$ cat src/rtl/leaf_stream_fifo.sv
// leaf_stream_fifo: valid/ready elastic buffer with first-word fall-through
// read side, occupancy output and a saturating count of completed output
// transfers. Full/empty decisions come only from the occupancy register.
module leaf_stream_fifo #(
    parameter int DATA_W = 8,
    parameter int DEPTH  = 4,
    parameter int CNT_W  = 16
) (
    input  logic                       clk,
    input  logic                       rst_n,
    input  logic                       in_valid,
    output logic                       in_ready,
    input  logic [DATA_W-1:0]          in_data,
    output logic                       out_valid,
    input  logic                       out_ready,
    output logic [DATA_W-1:0]          out_data,
    output logic [$clog2(DEPTH):0]     level,
    output logic [CNT_W-1:0]           xfer_cnt
);

    localparam int AW = $clog2(DEPTH);
    localparam int LW = AW + 1;
    localparam logic [LW-1:0] LEVEL_FULL = LW'(DEPTH);

    // Storage is deliberately left out of reset; only pointers/level clear.
    logic [DATA_W-1:0] mem [DEPTH];

    logic [AW-1:0]    wr_ptr_q, wr_ptr_d;
    logic [AW-1:0]    rd_ptr_q, rd_ptr_d;
    logic [LW-1:0]    level_q, level_d;
    logic [CNT_W-1:0] xfer_cnt_q, xfer_cnt_d;

    logic push;
    logic pop;

    // Handshake qualifiers and output view of the head entry
    always_comb begin
        in_ready  = rst_n & (level_q != LEVEL_FULL);
        out_valid = (level_q != '0);
        out_data  = out_valid ? mem[rd_ptr_q] : '0;
        push      = in_valid & in_ready;
        pop       = out_valid & out_ready;
    end

    // Next-state for pointers, occupancy and the saturating transfer counter
    always_comb begin
        wr_ptr_d   = wr_ptr_q;
        rd_ptr_d   = rd_ptr_q;
        level_d    = level_q;
        xfer_cnt_d = xfer_cnt_q;

        // Pointers are exactly log2(DEPTH) bits, so +1 wraps on its own.
        if (push) begin
            wr_ptr_d = wr_ptr_q + AW'(1);
        end
        if (pop) begin
            rd_ptr_d = rd_ptr_q + AW'(1);
            if (xfer_cnt_q != '1) begin
                xfer_cnt_d = xfer_cnt_q + CNT_W'(1);
            end
        end

        case ({push, pop})
            2'b10:   level_d = level_q + LW'(1);
            2'b01:   level_d = level_q - LW'(1);
            default: level_d = level_q;
        endcase
    end

    // Control state registers; reset wins over any handshake at the same edge
    always_ff @(posedge clk) begin
        if (!rst_n) begin
            wr_ptr_q   <= '0;
            rd_ptr_q   <= '0;
            level_q    <= '0;
            xfer_cnt_q <= '0;
        end else begin
            wr_ptr_q   <= wr_ptr_d;
            rd_ptr_q   <= rd_ptr_d;
            level_q    <= level_d;
            xfer_cnt_q <= xfer_cnt_d;
        end
    end

    // Payload write; push already folds in rst_n and the full condition
    always_ff @(posedge clk) begin
        if (push) begin
            mem[wr_ptr_q] <= in_data;
        end
    end

    assign level    = level_q;
    assign xfer_cnt = xfer_cnt_q;

    // Producer must hold a stalled offer (valid and data) until accepted
    a_hold_stalled_offer: assert property (
        @(posedge clk)
        (rst_n && in_valid && !in_ready) |=> (!rst_n || (in_valid && $stable(in_data)))
    );

endmodule
$ cat config.mk
export PLATFORM = sky130hd
export DESIGN_NAME = leaf_stream_fifo
export DESIGN_NICKNAME = d
export VERILOG_FILES = /design/src/rtl/leaf_stream_fifo.sv
export SDC_FILE = /design/constraint.sdc
export NUM_CORES = 1
export LEC_CHECK = 0
export CAP_MARGIN = 30
export CORE_MARGIN = 2
export CORE_UTILIZATION = 54
export DETAILED_ROUTE_END_ITERATION = 10
export GPL_TIMING_DRIVEN = 0
export PLACE_DENSITY = 0.81
export SLEW_MARGIN = 20
export SYNTH_ARGS = -nofsm -noshare
export SYNTH_HDL_FRONTEND = slang
export SYNTH_SLANG_ARGS = --single-unit
$ cat constraint.sdc
create_clock -name clk -period 4.46 [get_ports clk]
set_clock_uncertainty 0.2 [all_clocks]
set_input_delay 0.892 -clock clk [delete_from_list [all_inputs] [get_ports clk]]
set_output_delay 0.892 -clock clk [all_outputs]
set_load 0.05 [all_outputs]
Word level (Yosys, flattened, before mapping)
Memories as Yosys holds them, arrays and structs flattened. A register that Yosys moved wholly into a read port is not among the register bits. Index checks and enable logic that the tools add are counted.

Equality and inequality tests: 4. Shift operators: 0. Order comparisons: 0. Mux-type cells: 6. Divide/modulo/power cells: 0. Multipliers: 0. Bitwise gates (word level): 3. Reduce and logical (&&, ||, !) cells: 3. Add/subtract/negate cells: 5.

Operators with widths (count): $add A16 B1 Y16 const B (1); $ne A16 B16 Y1 const B (1); $mux W8 (1); $pmux W3 S2 (1); $add A2 B1 Y2 const B (2); $mux W2 (2); $add A3 B1 Y3 const B (1); $and A1 B1 Y1 (3); $ne A3 B3 Y1 const B (1); $reduce_bool A3 Y1 (1); $sub A3 B1 Y3 const B (1); $eq A2 B1 Y1 const B (1); $eq A2 B2 Y1 const B (1); $mux W1 (2); $reduce_and A2 Y1 (1); $reduce_bool A2 Y1 (1).

Memory bits (writable): 32. Register bits: 23. Bits in latches: 0. Memories: 1. Output and inout bits: 29. Logic and storage cells: 26. Input bits: 12. ROM bits: 0.

Memories: mem (depth 4, width 8, rd ports 1, clocked after memory_dff 1, wr ports 1, line 26) `logic [DATA_W-1:0] mem [DEPTH];`.

Longest topological paths before layout
Depth in word-level cells: 5. Gate-level depth with buffers: 10. Depth with buffers taken out: 10.

Least setup slack after synthesis
No wires, ideal clock.

Path kind: input to output. Start: in rst_n. End: out in_ready. Path buffers: 1. Data required time: 3.368 ns. Path slack: 1.459 ns. Cell stages on the path: 3. Arrival time: 1.909 ns. Path through: inv_1 -> clkbuf_1 -> a21oi_1.

Longest elaborated chain between the ends: 1.

RTL lines: start: declaration (line 10) `input logic rst_n,`; $and A1 B1 Y1 (line 38) `in_ready = rst_n & (level_q != LEVEL_FULL);`; end: declaration (line 12) `output logic in_ready,`.

No other way between the ends.

Worst setup path in the final report
Ends and elaborated chain as after synthesis.

==> results.py <==
metrics = {
    "clocking": {
        "clock-sinks": 57,
        "clk_pin_slew_ns": 0.05,
        "cts.path.max_buffers": 2,
        "cts_tree": "built",
        "cts_setup_buffers": 0,
        "postCtsHoldBufs": 0,
        "post_cts_resized": 0,
        "htree_levels": 3,
        "clockRootBuffer": "clkbuf_8",
        "numCtsBuffers": 9,
        "clock_latency_ns": 0.33,
    },
    "layout": {
        "multiInputGateArea_um2": 951,
        "nets": 275,
        "antenna_cells": 0,
        "n_fill_cell": 305,
        "area_growth_pct": 26.8,
        "regArea_mm2": 0.00146,
        "drive_above_1_share": 0.120,
    },
    "power": {
        "power.density_mw_per_mm2": 543,
        "switchingPower_uw": 601,
        "ir_worst_vdd_v": 0.000292,
        "power_frac_seq": 0.368,
        "combPwrFrac": 0.342,
        "leakage_nw": 1.04,
        "p_clk_frac": 0.290,
        "internal_power_mw": 1.11,
        "p_sw_frac": 0.351,
    },
    "yosys": {
        "synth_area_leader_cell": "edfxtp_1",
        "netlist_instances": 204,
        "synthTopCellsByArea": "edfxtp_1, dfxtp_1, mux4_2, a21oi_1, and2_1",
        "synth-simple-area-share": 0.163,
        "synth_adder_area_share": 0.0382,
        "ys_seq_area_frac": 0.587,
        "synth_compound_area_frac": 0.0825,
        "ys.warnings.count": 0,
        "synthesis.nets": 223,
        "synth-seq-cells": 57,
        "async_flop_share": 0,
        "syn_avg_cell_area_um2": 12.2,
        "yosys.area.top_type_share": 0.386,
        "muxShareOfSynthArea": 0.0804,
        "synth_area_mm2": 0.00249,
        "ys_types": 39,
        "synth_top_family_by_area": "simple AND/OR/NAND/NOR gates",
        "synth_top_flop_cell": "edfxtp_1",
        "netlist_top_cells_count": "edfxtp_1, dfxtp_1, a21oi_1",
        "yosysMostFrequentCell": "edfxtp_1",
        "synth-edff-count": 32,
        "synth_xor_xnor_area_share": 0.0176,
    },
    "worst_setup_path": {
        "start_kind": "input pin",
        "crit_required_ns": 3.37,
        "crit_fanout": 10,
        "cp-end-kind": "output port",
        "worstPathArrival_ns": 2.97,
        "worstSetupPathType": "in2out",
    },
    "detailed_routing": {
        "drc_errors": 0,
        "wl_per_cell_um": 16.6,
        "wl_um": 5150,
        "vias": 1802,
        "drtIter0Drc": 162,
        "final_antenna_net_count": 0,
        "viasPerCell": 5.79,
        "drt-pass1-iter-count": 4,
    },
    "global_route": {
        "antenna_found_initial": 0,
        "grt_pass1_wl_um": 8190,
        "overflow": 0,
        "grt_pass1_vias": 1628,
        "grt_max_degree": 11,
        "grt_util_all_layers": 0.218,
    },
    "timing": {
        "setup_viol": 0,
        "relSlewSlack": 0.424,
        "whs_ns": 0.290,
        "worst_pin_slew_ns": 0.850,
        "period_minus_slack_ns": 4.06,
        "min_period_over_period": 0.911,
        "final_hold_viol_count": 0,
        "rsz0062_at_grt": "no",
        "fin_setup_tns_ns": 0,
        "drv_slew": 0,
        "setup_ws_ns": 0.396,
        "fmax_mhz": 246,
    },
    "run": {
        "maxCapViolations": 0,
    },
    "placed_design": {
        "io_buffers": 40,
        "pre_cts_slack_ns": 0.407,
        "gp_congestion": 0.807,
        "dpl.hpwl_um": 3420,
    },
    "outcome": {
        "status": "finished, final reports clean",
    },
    "floorplan": {
        "start_util": 0.568,
        "die_x_um": 71.9,
        "die_y_um": 71.9,
        "rows": 24,
        "fp.coreArea_mm2": 0.00438,
        "ioPinCount": 41,
        "die_area_mm2": 0.00517,
    },
    "min_path": {
        "hp-class": "reg2reg",
    },
}
-- cells by family (layout without fill, tap and decap cells) --
family,Yosys count,count (layout)
adder cells (fa/ha/maj),7,7
AO/OA/AOI/OAI,34,34
AND/OR/NAND/NOR,71,71
flip-flops,57,57
multiplexers,10,10
buffers and inverters,20,75
XOR/XNOR,5,5
-- routing by layer --
metal  global-route usage  wire length [µm]  vias up
met5                    0                 0        -
met4               0.0692                64        0
met3               0.0774               320        8
met2                0.309              2280       60
met1                0.316              2490      866
li1                     -                 -      868
-- registers in the layout, summed over array words and instances, names as in the netlist, named ones only --
| register | cells |
|---|---|
| mem | 32 |
| rd_ptr_q | 2 |
| xfer_cnt | 16 |
| level | 3 |
| wr_ptr_q | 2 |
-- worst max-delay path: stages --
cell	delay (ns)
clkdlybuf4s50_1	0.62
inv_1	0.13
clkbuf_1	0.29
a21oi_1	0.21
clkdlybuf4s50_1	0.82
-- final timing paths --
kind,startpoint,end,slack (ns),cells after the start
hold reg to reg,xfer_cnt[15],xfer_cnt[15],0.29,2
setup / recovery,rst_n,in_ready,0.40,5
setup reg to reg,level[2],level[2],1.75,10
hold / removal,xfer_cnt[15],xfer_cnt[15],0.29,2
-- layout make-up --
type                            count  area share
Sequential cell                    57       0.463
Multi-Input combinational cell    127       0.301
Timing Repair Buffer               41       0.128
Clock buffer                        9      0.0393
Clock inverter                      5      0.0230
Tap cell                           52      0.0206
Inverter                           14      0.0167
Buffer                              6     0.00753
-- layout by cell type, fill, tap and decap left out, drive strengths merged, types with 2 or more instances in the layout --
master / count
a21oi: 15
and2: 12
buf: 2
bufinv: 2
clkbuf: 14
clkdlybuf4s50: 40
clkinv: 3
dfxtp: 25
edfxtp: 32
ha: 6
inv: 14
mux2i: 2
mux4: 8
nand2: 13
nand3: 5
nand4: 4
nor2: 11
nor3: 4
nor4: 3
o21ai: 7
o31ai: 7
or2: 2
or3: 4
or4: 8
xnor2: 2
xor2: 3
-- power by group through the flow --
stage,registers (mW),logic (mW),clock network [mW]
6_report,0.631,0.586,0.496
3_3_place_gp,0.637,0.571,0
4_1_cts,0.631,0.588,0.500
3_5_place_dp,0.642,0.584,0
2_1_floorplan,0.678,0.364,0
5_1_grt,0.636,0.625,0.528
-- through the flow --
step                 util  area (µm²)  instances  power [mW]
floorplan               -        2490        204        1.04
global placement    0.674        2950        296        1.21
detailed placement  0.674        2950        296        1.23
CTS                 0.719        3150        310        1.72
global route        0.720        3160        311        1.79
finish              0.720        3160        311        1.71
Power figures use the tool's default switching activity.
